<file path="config.mk">
export PLATFORM = sky130hd
export DESIGN_NAME = alu_arbiter
export DESIGN_NICKNAME = d
export VERILOG_FILES = /design/src/rtl/alu_pkg.sv /design/src/rtl/alu_core.sv /design/src/rtl/alu_arbiter.sv
export SDC_FILE = /design/constraint.sdc
export NUM_CORES = 1
export LEC_CHECK = 0
export CORE_AREA = 2 2 109 190
export CTS_BUF_LIST = sky130_fd_sc_hd__clkbuf_4 sky130_fd_sc_hd__clkbuf_8
export CTS_CLUSTER_DIAMETER = 80
export DETAILED_ROUTE_END_ITERATION = 8
export DIE_AREA = 0 0 111 192
export DONT_BUFFER_PORTS = 1
export PLACE_DENSITY_LB_ADDON = 0.25
export SLEW_MARGIN = 5
export SYNTH_ARGS = -nofsm -noshare
export SYNTH_HDL_FRONTEND = slang
export SYNTH_SLANG_ARGS = --single-unit
export TNS_END_PERCENT = 20
</file>
<file path="constraint.sdc">
create_clock -name clk -period 4.07 [get_ports clk]
set_input_delay 0.2035 -clock clk [delete_from_list [all_inputs] [get_ports clk]]
set_output_delay 0.2035 -clock clk [all_outputs]
set_load 0.02 [all_outputs]
</file>
<file path="src/rtl/alu_pkg.sv">
// Shared constants for the arbitrated ALU: opcodes, FSM encoding,
// default widths.
package alu_pkg;

    localparam int WIDTH_DEF = 32;
    localparam int NREQ_DEF  = 4;

    localparam logic [2:0] OP_ADD  = 3'b000;
    localparam logic [2:0] OP_SUB  = 3'b001;
    localparam logic [2:0] OP_INC  = 3'b010;
    localparam logic [2:0] OP_DEC  = 3'b011;
    localparam logic [2:0] OP_PASS = 3'b100;
    localparam logic [2:0] OP_NOT  = 3'b101;
    localparam logic [2:0] OP_OR   = 3'b110;
    localparam logic [2:0] OP_AND  = 3'b111;

    localparam logic [1:0] ST_IDLE = 2'd0;
    localparam logic [1:0] ST_EXEC = 2'd1;
    localparam logic [1:0] ST_RESP = 2'd2;

    // Requester-ID width; never narrower than one bit.
    function automatic int idw(input int n);
        return (n > 1) ? $clog2(n) : 1;
    endfunction

endpackage

</file>
<file path="src/rtl/alu_core.sv">
// Combinational ALU datapath; all arithmetic wraps modulo 2^WIDTH.
module alu_core
    import alu_pkg::*;
#(
    parameter int WIDTH = WIDTH_DEF
) (
    input  logic [WIDTH-1:0] a,
    input  logic [WIDTH-1:0] b,
    input  logic [2:0]       opcode,
    output logic [WIDTH-1:0] y
);

    always_comb begin
        y = '0;
        unique case (opcode)
            OP_ADD:  y = a + b;
            OP_SUB:  y = a - b;
            OP_INC:  y = a + WIDTH'(1);
            OP_DEC:  y = a - WIDTH'(1);
            OP_PASS: y = a;
            OP_NOT:  y = ~a;
            OP_OR:   y = a | b;
            OP_AND:  y = a & b;
            default: y = '0;
        endcase
    end

endmodule

</file>
<file path="src/rtl/alu_arbiter.sv">
// Round-robin arbiter sharing one ALU among NREQ requesters;
// one operation in flight, IDLE -> EXEC -> RESP.
module alu_arbiter
    import alu_pkg::*;
#(
    parameter  int WIDTH = WIDTH_DEF,
    parameter  int NREQ  = NREQ_DEF,
    localparam int IDW   = idw(NREQ)
) (
    input  logic                  clk,
    input  logic                  rst,
    input  logic [NREQ-1:0]       req_valid,
    input  logic [3*NREQ-1:0]     req_opcode,
    input  logic [WIDTH*NREQ-1:0] req_a,
    input  logic [WIDTH*NREQ-1:0] req_b,
    output logic [NREQ-1:0]       req_ready,
    output logic                  rsp_valid,
    input  logic                  rsp_ready,
    output logic [IDW-1:0]        rsp_id,
    output logic [WIDTH-1:0]      rsp_y,
    output logic                  busy
);

    logic [1:0]       state;
    logic [IDW-1:0]   rr_ptr;
    logic [2:0]       op_q;
    logic [WIDTH-1:0] a_q;
    logic [WIDTH-1:0] b_q;
    logic [IDW-1:0]   id_q;

    logic             gnt_found;
    logic [IDW-1:0]   gnt_idx;
    logic [2:0]       sel_op;
    logic [WIDTH-1:0] sel_a;
    logic [WIDTH-1:0] sel_b;
    logic [WIDTH-1:0] alu_y;
    logic [IDW-1:0]   ptr_next;
    logic             accept;
    logic             rsp_done;

    // First requesting index at or above rr_ptr, wrapping to 0.
    always_comb begin
        int j;
        j         = 0;
        gnt_found = 1'b0;
        gnt_idx   = '0;
        for (int k = 0; k < NREQ; k++) begin
            j = int'(rr_ptr) + k;
            if (j >= NREQ) begin
                j = j - NREQ;
            end
            if (!gnt_found && req_valid[j]) begin
                gnt_found = 1'b1;
                gnt_idx   = IDW'(j);
            end
        end
    end

    always_comb begin
        sel_op = req_opcode[3*int'(gnt_idx) +: 3];
        sel_a  = req_a[WIDTH*int'(gnt_idx) +: WIDTH];
        sel_b  = req_b[WIDTH*int'(gnt_idx) +: WIDTH];
    end

    always_comb begin
        req_ready = '0;
        if (state == ST_IDLE && !rst && gnt_found) begin
            req_ready[gnt_idx] = 1'b1;
        end
    end

    assign accept    = (state == ST_IDLE) && gnt_found;
    assign rsp_valid = (state == ST_RESP);
    assign rsp_done  = rsp_valid && rsp_ready;
    assign busy      = (state != ST_IDLE);

    always_comb begin
        ptr_next = rsp_id + IDW'(1);
        if (rsp_id == IDW'(NREQ - 1)) begin
            ptr_next = '0;
        end
    end

    alu_core #(
        .WIDTH (WIDTH)
    ) u_alu (
        .a      (a_q),
        .b      (b_q),
        .opcode (op_q),
        .y      (alu_y)
    );

    always_ff @(posedge clk) begin
        if (rst) begin
            state  <= ST_IDLE;
            rr_ptr <= '0;
            op_q   <= '0;
            a_q    <= '0;
            b_q    <= '0;
            id_q   <= '0;
            rsp_y  <= '0;
            rsp_id <= '0;
        end else begin
            case (state)
                ST_IDLE: begin
                    if (accept) begin
                        op_q  <= sel_op;
                        a_q   <= sel_a;
                        b_q   <= sel_b;
                        id_q  <= gnt_idx;
                        state <= ST_EXEC;
                    end
                end
                ST_EXEC: begin
                    rsp_y  <= alu_y;
                    rsp_id <= id_q;
                    state  <= ST_RESP;
                end
                ST_RESP: begin
                    if (rsp_done) begin
                        rr_ptr <= ptr_next;
                        state  <= ST_IDLE;
                    end
                end
                default: state <= ST_IDLE;
            endcase
        end
    end

endmodule

</file>
[Yosys cells after proc, flatten, opt, wreduce, memory -nomap -nowiden]
Cells that the tools add are included.
W data, S select, Z words.
Operators by class
  add/sub/neg operators: 12
  multiply operators: 1
  magnitude comparators: 10
  eq/ne operators: 12
  shifts and indexed selects: 3
  mux-type cells: 32
  bitwise gates (word level): 3
  reductions and logical operators: 18
Operators by type and width (number)
  $pmux W32 S8: 1
  $shiftx A128 B8 Y32: 2
  $lt A32 B4 Y1 const B: 4
  $mux W32: 4
  $add A32 B1 Y32 const B: 1
  $add A32 B32 Y32: 1
  $and A32 B32 Y32: 1
  $not A32 Y32: 1
  $or A32 B32 Y32: 1
  $sub A32 B1 Y32 const B: 1
  $sub A32 B32 Y32: 1
  $mux W2: 7
  $mux W1: 13
  $eq A3 B3 Y1 const B: 4
  $shiftx A12 B5 Y3: 1
  $sub A3 B3 Y4 const B: 3
  $ge A3 B3 Y1 const B: 3
  $bmux W1 S2: 4
  $logic_and A1 B1 Y1: 8
  $add A2 B2 Y3 const B: 2
  $eq A3 B2 Y1 const B: 2
  $pmux W2 S3: 1
  $reduce_and A2 Y1: 3
  $eq A2 B2 Y1 const B: 2
  17 further kinds: 20
Word-level totals
  register bits after elaboration: 107
  bits of input ports: 275
  output and inout bits: 40
  logic and storage cells: 99

[Logic depth before layout (Yosys ltp)]
Gate-level depths: netlist of run 1.
  depth in word-level cells: 20
  mapped depth: 19
  mapped depth without buffers: 17

[Hierarchy]
From an unflattened synthesis of run 1, not the netlist that was laid out.
Second synthesis, totals
  cell total of the unflattened synthesis: 1394
  area, all modules: 9704.3 um2
By module, submodules not included
  alu_arbiter: times used 1, cells an instance 756, area an instance 5914.4 um2
  alu_core: times used 1, cells an instance 638, area an instance 3789.9 um2

[Worst setup path before layout of run 1]
No wires, ideal clock.
  kind: flip-flop to flip-flop
  from: register b_q[0]
  to: register rsp_y[21]
  data arrival time: 3978 ps
  required time: 3955 ps
  path slack: -23 ps
  stages on the path, launching flop included: 18
  period minus slack after synthesis: 4093 ps
  cell sequence: dfxtp_1 > inv_1 > ha_1 > nor3b_1 > nand3b_1 > or3_1 > clkbuf_1 > nor3b_2 > mux2i_1 > a221o_1 > ha_1 > nand2_1 > o21ai_1 > nor3_1 > or2_2 > or2_2 > xor2_1 > a2111oi_0
Between the ends
  word-level cells in the longest chain between the ends: 2
RTL lines
  start, declared: RTL line alu_arbiter.sv:28  | logic [WIDTH-1:0] b_q;
  start signal, assigned: RTL line alu_arbiter.sv:109  | b_q <= sel_b;
  $sub A32 B32 Y32 or $add A32 B32 Y32 (tied branches): RTL line alu_core.sv:17, alu_core.sv:16
  $pmux W32 S8 *: RTL line alu_core.sv:15  | unique case (opcode)
  end signal, assigned: RTL line alu_arbiter.sv:115  | rsp_y <= alu_y;
  end, declared: RTL line alu_arbiter.sv:20  | output logic [WIDTH-1:0] rsp_y,
Every way passes the cells marked *; elsewhere a longest branch is shown, timed or not.
A chain may end at the register's enable or synchronous reset.

[Worst setup path after layout of run 1]
  from: register b_q[0]
  to: register rsp_y[30]
The elaborated chain is that of the path after synthesis.

==> impl_metrics.py, run 1 <==
metrics = {
    "run_status": {
        "status": "finished, final reports clean",
    },
    "global_route": {
        "grt-ovfl-total": 0,
        "grt_use_met2_pct": 58.8,
        "grt_max_degree": 137,
        "grt_busiest_layer": "met2",
        "grt.met3_usage_pct": 2.75,
        "gr-usage-all-layers_pct": 33.2,
        "grt_pass1_vias": 9941,
        "grt_use_met1_pct": 41.7,
        "antenna_found_initial": 9,
        "grt_pass1_wl_mm": 56.0,
    },
    "setup_path": {
        "crit_slowest_cell": "or4_4",
        "reg2reg_from": "b_q[0]$_SDFFE_PP0P_",
        "cp-end-kind": "flop",
        "cpPeakStageDelay_ps": 530,
        "crit_fanout": 4,
        "rr_endpoint": "rsp_y[30]$_SDFFE_PP0N_",
        "critPathLaunchType": "flop",
        "startpoint": "b_q[0]$_SDFFE_PP0P_",
        "arrival_ps": 4290,
        "r2r_cells": 14,
        "required_ps": 4310,
        "crit_type": "reg2reg",
        "crit_chain": "or4_4, or4_4, or3_4, xor2_1, a21oi_1, ha_1, and3_4, nand2_4, o221ai_1, a31o_2, buf_4, a2111o_1, nand4_1, a21oi_1",
        "r2r_setup_slack_ps": 20,
    },
    "cells_and_area": {
        "mostFrequentLayoutCells": "nand2_1, a21oi_1, buf_4",
        "layout.nets": 1755,
        "syn2layout_area_growth_pct": 15.1,
        "drive_above_1_share_pct": 13.2,
        "fin_cells": 1702,
        "fin_area_sq_um": 11200,
        "layout_commonest_cell": "nand2_1",
        "utilization_pct": 56.8,
    },
    "power": {
        "power.density_nw_per_um2": 416,
        "power.leakage_uw": 0.00422,
        "peakVddDrop_mv": 0.174,
    },
    "timing": {
        "rsz0062_at_grt": "true",
        "post-route-period-util_pct": 99.6,
        "fmax_mhz": 247,
        "clock_skew_ps": 12.4,
        "slew_headroom_pct": 19.2,
        "worst_slack_ps": 16.6,
        "maxSlewViolCount": 0,
        "period_needed_ps": 4050,
        "setup_viol": 0,
        "final-hold-violation-count": 0,
        "worst_pin_slew_ps": 1210,
    },
    "placement": {
        "dpl-instance-area_sq_um": 10400,
        "port_buffers": 0,
        "placedCellCount": 1652,
        "globalplace.congestion": 0.985,
        "dp_hpwl_mm": 28.4,
        "pre_cts_ws_ps": -167,
    },
    "hold_path": {
        "min-delay-path-class": "in2reg",
        "holdPathStages": 3,
        "hold_path_startpoint": "rst",
        "hold_end": "rsp_y[28]$_SDFFE_PP0N_",
    },
    "floorplan": {
        "dieArea_sq_um": 21300,
        "die_w_microns": 111,
        "start_util_pct": 49.4,
        "core_area_sq_um": 19700,
        "ios": 315,
        "die_y_microns": 192,
        "rows": 68,
    },
    "synthesis": {
        "syn_area_per_cell_sq_um": 6.80,
        "synth_ff_type": "dfxtp_1",
        "synth_edf_count": 0,
        "synth_cells": 1426,
        "yosysSeqAreaShare_pct": 22.1,
        "synth_warnings": 0,
        "synth_nets": 1735,
        "async_flop_share_pct": 0,
        "synth_seq_cells": 107,
        "yosysUniqueCellTypes": 70,
        "syn_area_sq_um": 9700,
    },
    "clock_tree": {
        "cts_buffers": 9,
        "path_clk_slew_ps": 110,
        "cts-root-buf": "clkbuf_8",
        "clk_path_buf_depth": 2,
        "htreeDepth": 3,
        "clock_latency_ps": 400,
        "cts_sinks": 107,
        "cts_tree": "yes",
    },
    "route": {
        "route.vias.total": 11030,
        "wl_mm": 37.9,
        "viasPerCell": 6.48,
        "ant_nets": 0,
        "routedWlPerCell_microns": 22.3,
        "drt_iter0_markers": 1047,
        "first_pass_iters": 5,
        "drc": 0,
    },
    "flow_run": {
        "maxCapViolCount": 0,
    },
}
[layout make-up]
| class | count | area, sq um |
|---|---|---|
| Timing Repair Buffer | 143 | 1180 |
| Multi-Input combinational cell | 1170 | 7260 |
| Antenna cell | 6 | 15.0 |
| Clock buffer | 11 | 139 |
| Fill cell | 1903 | 8490 |
| Sequential cell | 107 | 2140 |
| Clock inverter | 5 | 60.1 |
| Inverter | 15 | 56.3 |
| Tap cell | 245 | 307 |
[power by group]
group / switching (uW) / leakage, uW / internal [uW]
clock network: 406 / 0.000101 / 303
logic: 1430 / 0.00323 / 1100
registers: 229 / 0.000883 / 1180
total: 2060 / 0.00422 / 2580
[registers in the layout, summed over array words and instances (netlist names)]
| register | flops |
|---|---|
| a_q | 32 |
| b_q | 32 |
| id_q | 2 |
| op_q | 3 |
| rr_ptr | 2 |
| rsp_id | 2 |
| rsp_y | 32 |
| state | 2 |
[per-stage QoR]
| stage | hold slack [ps] | power (uW) | setup TNS [ps] |
|---|---|---|---|
| detailed placement | 287 | 3730 | -224 |
| finish | 27.6 | 4640 | 0 |
| global placement | 286 | 3720 | -129 |
| global route | 40.2 | 4920 | -465 |
| floorplan | 363 | 2940 | -0.324 |
| CTS | 2.43 | 4500 | -41.6 |
[metal layers]
layer  wire length [microns]  vias to the layer above
met3                    2540                       71
li1                        -                     5226
met4                    1320                        2
met5                      13                        -
met1                   15100                     5190
met2                   18900                      541
[kinds of logic after synthesis]
logic type / share of synthesized area, %
fa+ha+maj: 4.46
xor+xnor: 4.02
mux: 0.426
compound gates: 36.6
buf+inv: 5.93
simple gates: 26.5
flops: 22.1
[worst max-delay path by stage]
stage	endpoint
floorplan	rsp_y[22]$_SDFFE_PP0N_
global route	rsp_y[30]$_SDFFE_PP0N_
detailed placement	rsp_y[25]$_SDFFE_PP0N_
CTS	rsp_y[21]$_SDFFE_PP0N_
finish	rsp_y[30]$_SDFFE_PP0N_
global placement	rsp_y[25]$_SDFFE_PP0N_
[cell usage after synthesis, drive strengths merged (7+ instances only)]
library cell | number | area share, %
a21oi | 203 | 11
and2 | 72 | 4.6
a211oi | 82 | 6.3
xnor2 | 22 | 2.0
buf | 18 | 0.86
o211ai | 37 | 2.9
nor3b | 12 | 0.98
nor2 | 72 | 2.8
a21o | 16 | 1.2
clkbuf | 116 | 4.5
nor2b | 7 | 0.45
nand2 | 306 | 12
inv | 14 | 0.54
dfxtp | 107 | 22
or3 | 9 | 0.58
xor2 | 20 | 1.8
nand3 | 8 | 0.41
nor3 | 23 | 1.2
nand2b | 8 | 0.52
o21ai | 58 | 3.0
and3 | 11 | 0.71
ha | 33 | 4.3
nor4 | 9 | 0.74
a311o | 69 | 7.1
a31oi | 8 | 0.52
[critical path, delay by kind of cell (launching register included)]
kind,cells,cell delay (ps)
buffers and inverters,1,150
flip-flops,1,340
XOR/XNOR,1,150
adder cells (fa/ha/maj),1,310
AO/OA/AOI/OAI,5,1160
AND/OR/NAND/NOR,6,1790
[repair_timing]
action | CTS | global route
hold buffers | 26 | 0
pin swaps | 0 | 12
endpoints found under the setup margin | 4 | 14
cloned | 0 | 0
buffers inserted | 0 | 2
gates resized for setup | 5 | 48
hold endpoints to repair | 103 | 0
Note: power is estimated with default switching activity, not from simulation.
==> inputs of run 2 (changes only) <==
--- a/config.mk
+++ b/config.mk
@@ -15,5 +15,6 @@
 export SLEW_MARGIN = 5
 export SYNTH_ARGS = -nofsm -noshare
 export SYNTH_HDL_FRONTEND = slang
+export SYNTH_HIERARCHICAL = 1
 export SYNTH_SLANG_ARGS = --single-unit
 export TNS_END_PERCENT = 20
==> impl_metrics.py, run 2 <==
metrics = {
    "cells_and_area": {
        "fin_area_sq_um": 11900,
        "n_fill_cell": 1903,
        "drive_above_1_share_pct": 15.3,
        "multiInputGateArea_sq_um": 7210,
        "mostFrequentLayoutCells": "nand2_1, o21ai_0, buf_4",
        "layout.area.seq_sq_um": 2150,
        "layout.nets": 1810,
        "largestRegisters": "a_q x32, b_q x32, rsp_y x32",
        "syn2layout_area_growth_pct": 22.3,
        "layout_commonest_cell": "nand2_1",
        "fin_cells": 1752,
    },
    "timing": {
        "maxSlewViolCount": 0,
        "worst_slack_ps": -203,
        "rsz0062_at_grt": "true",
        "slew_headroom_pct": 17.0,
        "setup_viol": 6,
        "clock_skew_ps": 10.9,
        "worst_pin_slew_ps": 1240,
        "fmax_mhz": 234,
        "final-hold-violation-count": 13,
        "post-route-period-util_pct": 105,
        "whs_ps": -139,
        "period_needed_ps": 4270,
    },
    "setup_path": {
        "crit_chain": "or4_4, nor4_4, nand3_1, or3_4, nand3b_1, nor3_2, xor2_1, a22o_1, ha_4, a21oi_4, buf_4, buf_6, buf_4, buf_4, buf_4, buf_4, buf_4, a21bo_4, and4_1, nor3_2, nand2_1, a21oi_1",
        "cpPeakStageDelay_ps": 550,
        "r2r_setup_slack_ps": -200,
        "required_ps": 4400,
        "r2r_cells": 22,
        "rr_endpoint": "rsp_y[27]$_SDFFE_PP0N_",
        "critPathLaunchType": "flop",
        "crit_type": "reg2reg",
        "path_buf_inv": 7,
        "cp-end-kind": "flop",
        "reg2reg_from": "b_q[6]$_SDFFE_PP0P_",
        "crit_top_cell": "buf_4",
        "crit_fanout": 5,
        "arrival_ps": 4600,
        "path_delay_family": "simple AND/OR/NAND/NOR gates",
        "crit_slowest_cell": "or4_4",
    },
    "route": {
        "viasPerCell": 6.69,
        "route.layer.met1.wl_mm": 15.3,
        "routedWlPerCell_microns": 22.1,
        "drc": 0,
        "wl_met3_mm": 2.91,
        "ant_nets": 0,
        "highest_layer": "met4",
        "wl_mm": 38.8,
        "first_pass_iters": 6,
        "route.vias.total": 11719,
        "drt_iter0_markers": 998,
        "met2_length_mm": 18.6,
    },
    "global_route": {
        "grt_pass1_vias": 10902,
        "grt_max_degree": 108,
        "grt_pass1_wl_mm": 58.6,
        "antenna_found_initial": 1,
        "gr-usage-all-layers_pct": 34.4,
        "grt-ovfl-total": 0,
    },
    "clock_tree": {
        "clk_path_buf_depth": 2,
        "clock_latency_ps": 400,
        "cts_sinks": 107,
        "cts_buffers": 9,
        "cts-hold-fix-buffers": 87,
        "cts-root-buf": "clkbuf_8",
        "htreeDepth": 3,
        "path_clk_slew_ps": 110,
        "cts_tree": "yes",
    },
    "floorplan": {
        "ios": 315,
        "dieArea_sq_um": 21300,
        "die_y_microns": 192,
        "die_w_microns": 111,
        "core_area_sq_um": 19700,
        "start_util_pct": 49.4,
        "rows": 68,
    },
    "synthesis": {
        "yosysSeqAreaShare_pct": 22.1,
        "synth_ff_type": "dfxtp_1",
        "yosysMostFrequentCell": "nand2_1",
        "synth_edf_count": 0,
        "async_flop_share_pct": 0,
        "synth.top_cell.area_share_pct": 22.1,
        "synth_warnings": 6,
        "yosysTopAreaCell": "dfxtp_1",
        "synth_nets": 1703,
        "syn_area_sq_um": 9700,
        "synth_cells": 1394,
        "synthTopCellsByCount": "nand2_1, o21ai_0, nor2_1",
        "synth_seq_cells": 107,
        "yosysUniqueCellTypes": 76,
        "ys_top_cells_by_area": "dfxtp_1, o21ai_0, nand2_1, a21o_1, a221oi_1",
        "syn_area_per_cell_sq_um": 6.96,
    },
    "hold_path": {
        "min-delay-path-class": "in2reg",
        "holdPathStages": 1,
        "hold_path_startpoint": "rst",
        "hold_end": "rsp_y[19]$_SDFFE_PP0N_",
    },
    "placement": {
        "dp_hpwl_mm": 27.9,
        "globalplace.congestion": 1.01,
        "port_buffers": 0,
        "dpl-instance-area_sq_um": 10400,
        "placedCellCount": 1632,
    },
    "flow_run": {
        "maxCapViolCount": 0,
    },
    "run_status": {
        "violations": "hold timing, setup timing",
        "status": "finished, violations left",
    },
    "power": {
        "power.leakage_uw": 0.00463,
        "power.density_nw_per_um2": 431,
        "peakVddDrop_mv": 0.220,
    },
}
run 2: cell types whose count changed after synthesis, sizes merged, moves of 15 or more:
cell | previous run | this run
a21o | 16 | 82
a21oi | 203 | 88
a221oi | 1 | 66
a311o | 69 | 1
a31oi | 8 | 26
and2 | 72 | 8
buf | 18 | 39
clkbuf | 116 | 86
nand2 | 306 | 167
nand3 | 8 | 84
nor2 | 72 | 125
nor2b | 7 | 22
o21ai | 58 | 156
run 2: final cells by class:
cell class,count,area share (%)
antenna,1,0.0211
clock buffer,9,1.04
clock inverter,7,0.717
inverter,24,0.759
multi-input combinational,1138,60.8
sequential,107,18.1
tap,245,2.58
timing repair buffer,221,16.0
run 2: cell families after synthesis:
kind of cell / share of synthesized area (%)
simple gates: 22.9
fa+ha+maj: 4.46
compound gates: 40.7
buf+inv: 6.92
xor+xnor: 2.71
mux: 0.219
flops: 22.1
run 2: through the flow:
step	setup WS [ps]	hold slack [ps]	TNS [ps]	total power [uW]	util (%)
final	-203	-139	-983	5110	60.4
after global routing	-393	-150	-3990	5440	60.4
after CTS	-27.7	-152	-32.4	4940	59.0
after detailed placement	-225	285	-952	4000	52.8
after global placement	-158	283	-419	3980	52.8
after floorplan	-169	363	-361	3120	-
run 2: how the worst max path moves through the flow:
| stage | depth (start not counted) | end | slack [ps] | startpoint |
|---|---|---|---|---|
| after detailed placement | 18 | rsp_y[31]$_SDFFE_PP0N_ | -230 | b_q[6]$_SDFFE_PP0P_ |
| after global placement | 19 | rsp_y[31]$_SDFFE_PP0N_ | -160 | b_q[6]$_SDFFE_PP0P_ |
| final | 22 | rsp_y[27]$_SDFFE_PP0N_ | -200 | b_q[6]$_SDFFE_PP0P_ |
| after global routing | 21 | rsp_y[28]$_SDFFE_PP0N_ | -390 | b_q[6]$_SDFFE_PP0P_ |
| after CTS | 19 | rsp_y[31]$_SDFFE_PP0N_ | -30 | b_q[6]$_SDFFE_PP0P_ |
| after floorplan | 19 | rsp_y[30]$_SDFFE_PP0N_ | -170 | b_q[6]$_SDFFE_PP0P_ |
run 2: routing by layer:
metal / global-route usage (%) / up-vias
li1: - / 5431
met1: 42.4 / 5489
met2: 58.2 / 652
met4: 18.2 / 0
met3: 4.70 / 147
met5: 0 / -
run 2: report_power, final:
group          internal, uW  switching, uW
registers              1200            262
logic                  1330           1590
clock network           297            433
run 2: what timing repair did:
item / CTS / global route
gates cloned: 0 / 0
endpoints found under the hold margin: 107 / 21
buffers inserted: 10 / 7
gates resized for setup: 17 / 62
endpoints found under the setup margin: 11 / 22
pin swaps: 8 / 25
==> inputs of run 3 (changes only) <==
--- a/config.mk
+++ b/config.mk
@@ -5,11 +5,12 @@
 export SDC_FILE = /design/constraint.sdc
 export NUM_CORES = 1
 export LEC_CHECK = 0
-export CORE_AREA = 2 2 109 190
+export ABC_AREA = 1
+export CORE_AREA = 2 2 117 203
 export CTS_BUF_LIST = sky130_fd_sc_hd__clkbuf_4 sky130_fd_sc_hd__clkbuf_8
 export CTS_CLUSTER_DIAMETER = 80
 export DETAILED_ROUTE_END_ITERATION = 8
-export DIE_AREA = 0 0 111 192
+export DIE_AREA = 0 0 119 205
 export DONT_BUFFER_PORTS = 1
 export PLACE_DENSITY_LB_ADDON = 0.25
 export SLEW_MARGIN = 5
==> impl_metrics.py, run 3 <==
metrics = {
    "timing": {
        "setup_viol": 0,
        "whs_ps": 34.7,
        "maxSlewViolCount": 0,
        "post-route-period-util_pct": 94.8,
        "clock_skew_ps": 25.1,
        "period_needed_ps": 3860,
        "final-hold-violation-count": 0,
        "worst_slack_ps": 210,
        "worst_pin_slew_ps": 1250,
        "finalSetupTns_ps": 0,
        "fmax_mhz": 259,
        "slew_headroom_pct": 16.2,
        "rsz0062_at_grt": "false",
    },
    "floorplan": {
        "die_y_microns": 205,
        "die_w_microns": 119,
        "dieArea_sq_um": 24400,
        "ios": 315,
        "rows": 73,
        "start_util_pct": 49.2,
        "core_area_sq_um": 22700,
    },
    "global_route": {
        "grt_pass1_wl_mm": 71.8,
        "antenna_found_initial": 3,
        "grt-ovfl-total": 0,
        "grt_max_degree": 110,
        "gr-usage-all-layers_pct": 38.3,
        "grt_pass1_vias": 12556,
    },
    "synthesis": {
        "synth_ff_type": "dfxtp_1",
        "synth_edf_count": 0,
        "yosysTopAreaCell": "nand2_1",
        "ys_top_cells_by_area": "nand2_1, dfxtp_1, nor2_1, nand3_1, o21ai_0",
        "synth_seq_cells": 107,
        "synth.top_cell.area_share_pct": 19.4,
        "synthTopCellsByCount": "nand2_1, nor2_1, nand3_1",
        "synth_warnings": 6,
        "synth_nets": 2297,
        "syn_area_sq_um": 11200,
        "yosysUniqueCellTypes": 52,
        "yosysMostFrequentCell": "nand2_1",
        "synth_cells": 1988,
        "async_flop_share_pct": 0,
        "yosysSeqAreaShare_pct": 19.2,
        "syn_area_per_cell_sq_um": 5.62,
    },
    "route": {
        "ant_nets": 0,
        "first_pass_iters": 8,
        "viasPerCell": 6.02,
        "route.vias.total": 13576,
        "drt_iter0_markers": 1441,
        "drc": 0,
        "routedWlPerCell_microns": 21.2,
        "wl_mm": 47.9,
    },
    "setup_path": {
        "critPathLaunchType": "flop",
        "arrival_ps": 4190,
        "crit_fanout": 6,
        "crit_top_cell": "nand2_1",
        "required_ps": 4400,
        "crit_slowest_cell": "o21ai_0",
        "crit_chain": "inv_1, nand4_1, nor2_1, nand2_1, xor2_1, nand2_1, nand2_1, ha_1, nand2_1, o21ai_0, a21oi_1, nor2_1, nor3_1, nand2_1, nand2_1, nand3_1, nand2_1, nor2_1, nor2_1",
        "cp-end-kind": "flop",
        "cpPeakStageDelay_ps": 580,
        "path_buf_inv": 1,
        "path_delay_family": "simple AND/OR/NAND/NOR gates",
        "crit_type": "reg2reg",
    },
    "power": {
        "power_uw": 7420,
        "seqPwrFrac_pct": 23.0,
        "peakVddDrop_mv": 0.254,
        "power.leakage_uw": 0.00581,
        "p_clk_share_pct": 9.5,
        "internal_power_uw": 3220,
        "switching_power_uw": 4200,
        "swShare_pct": 56.7,
        "power.density_nw_per_um2": 629,
        "p_comb_share_pct": 67.5,
    },
    "clock_tree": {
        "cts_buffers": 9,
        "clk_path_buf_depth": 2,
        "cts_tree": "yes",
        "cts-root-buf": "clkbuf_8",
        "clock_latency_ps": 430,
        "path_clk_slew_ps": 120,
        "cts_sinks": 107,
        "htreeDepth": 3,
        "postCtsSetupRepairBufs": 0,
    },
    "cells_and_area": {
        "layout.area.seq_sq_um": 2140,
        "largestRegisters": "a_q x32, b_q x32, rsp_y x32",
        "multiInputGateArea_sq_um": 7870,
        "mostFrequentLayoutCells": "nand2_1, nor2_1, nand3_1",
        "layout.nets": 2258,
        "layout_commonest_cell": "nand2_1",
        "n_fill_cell": 2451,
        "utilization_pct": 51.8,
        "drive_above_1_share_pct": 6.91,
        "syn2layout_area_growth_pct": 5.42,
    },
    "hold_path": {
        "min-delay-path-class": "in2reg",
    },
    "placement": {
        "globalplace.congestion": 1.02,
        "dp_hpwl_mm": 37.3,
        "pre_cts_ws_ps": 434,
        "port_buffers": 0,
    },
    "run_status": {
        "status": "finished, final reports clean",
    },
    "flow_run": {
        "maxCapViolCount": 0,
    },
}
==> run 3: changes by cell type in the layout (fill, tap and decap cells not counted), moves of 70 or more <==
cell	before	now
nand2_1	165	578
nor2_1	119	289
nand3_1	82	214
inv_1	23	130
nand4_1	7	100
a21o_1	82	1
buf_4	130	54
dlygate4sd3_1	87	17
==> run 3: routing by layer <==
layer  wire length, microns  vias up  GRT usage [%]
li1                       -     6501              -
met1                  18100     6300           43.2
met2                  24000      636           68.1
met3                   2480      139           3.95
met4                   3340        0           24.8
met5                      0        -              0
==> run 3: worst reg2reg max path: stages, from the launching register on <==
cell,delay (ps)
dfxtp_1,480
inv_1,290
nand4_1,170
nor2_1,210
nand2_1,190
xor2_1,200
nand2_1,80
nand2_1,100
ha_1,410
nand2_1,160
o21ai_0,580
a21oi_1,250
nor2_1,150
nor3_1,70
nand2_1,70
nand2_1,50
nand3_1,60
nand2_1,60
nor2_1,130
nor2_1,80
==> run 3: kinds of logic after synthesis <==
family                     count (synthesis)  share of synthesized area (%)
buffers and inverters                    270                           10.8
adders and majority gates                 34                           3.87
xor gates and xnor gates                  32                           2.51
and+or+nand+nor                         1268                           49.8
AOI/OAI and AO/OA                        277                           13.9
DFF                                      107                           19.2
==> run 3: path summary, 6_finish.rpt <==
| kind | startpoint | endpoint | slack, ps | depth (start not counted) |
|---|---|---|---|---|
| worst max-delay path | b_q[6]$_SDFFE_PP0P_ | rsp_y[26]$_SDFFE_PP0N_ | 210 | 19 |
| worst min register to register | id_q[0]$_SDFFE_PP0P_ | id_q[0]$_SDFFE_PP0P_ | 480 | 2 |
| worst max register to register | b_q[6]$_SDFFE_PP0P_ | rsp_y[26]$_SDFFE_PP0N_ | 210 | 19 |
| worst min-delay path | req_b[25] | b_q[25]$_SDFFE_PP0P_ | 30 | 4 |
==> run 3: area by class of cell <==
| class | count | area share [%] |
|---|---|---|
| inverter | 146 | 4.71 |
| clock inverter | 5 | 0.509 |
| timing repair buffer | 74 | 5.39 |
| antenna | 3 | 0.0637 |
| clock buffer | 10 | 1.17 |
| tap | 300 | 3.18 |
| multi-input combinational | 1611 | 66.8 |
| sequential | 107 | 18.2 |
==> run 3: timing repair <==
| item | CTS | global route |
|---|---|---|
| resized for setup | 0 | 1 |
| endpoints found under the setup margin | 0 | 1 |
| hold endpoints to repair | 65 | 0 |
| hold buffers | 18 | 0 |
==> run 3: power groups by stage <==
stage	combinational, uW	sequential, uW	clock, uW
final	5010	1700	708
after detailed placement	4830	1720	0
after floorplan	3360	1540	0
after global routing	5460	1730	759
after CTS	4880	1700	729
after global placement	4840	1720	0
==> run 3: stage by stage <==
| stage | std cells | instance area (sq um) |
|---|---|---|
| final | 2256 | 11800 |
| after global routing | 2256 | 11800 |
| after CTS | 2253 | 11800 |
| after detailed placement | 2220 | 11400 |
| after global placement | 2220 | 11400 |
| after floorplan | 1988 | 11200 |
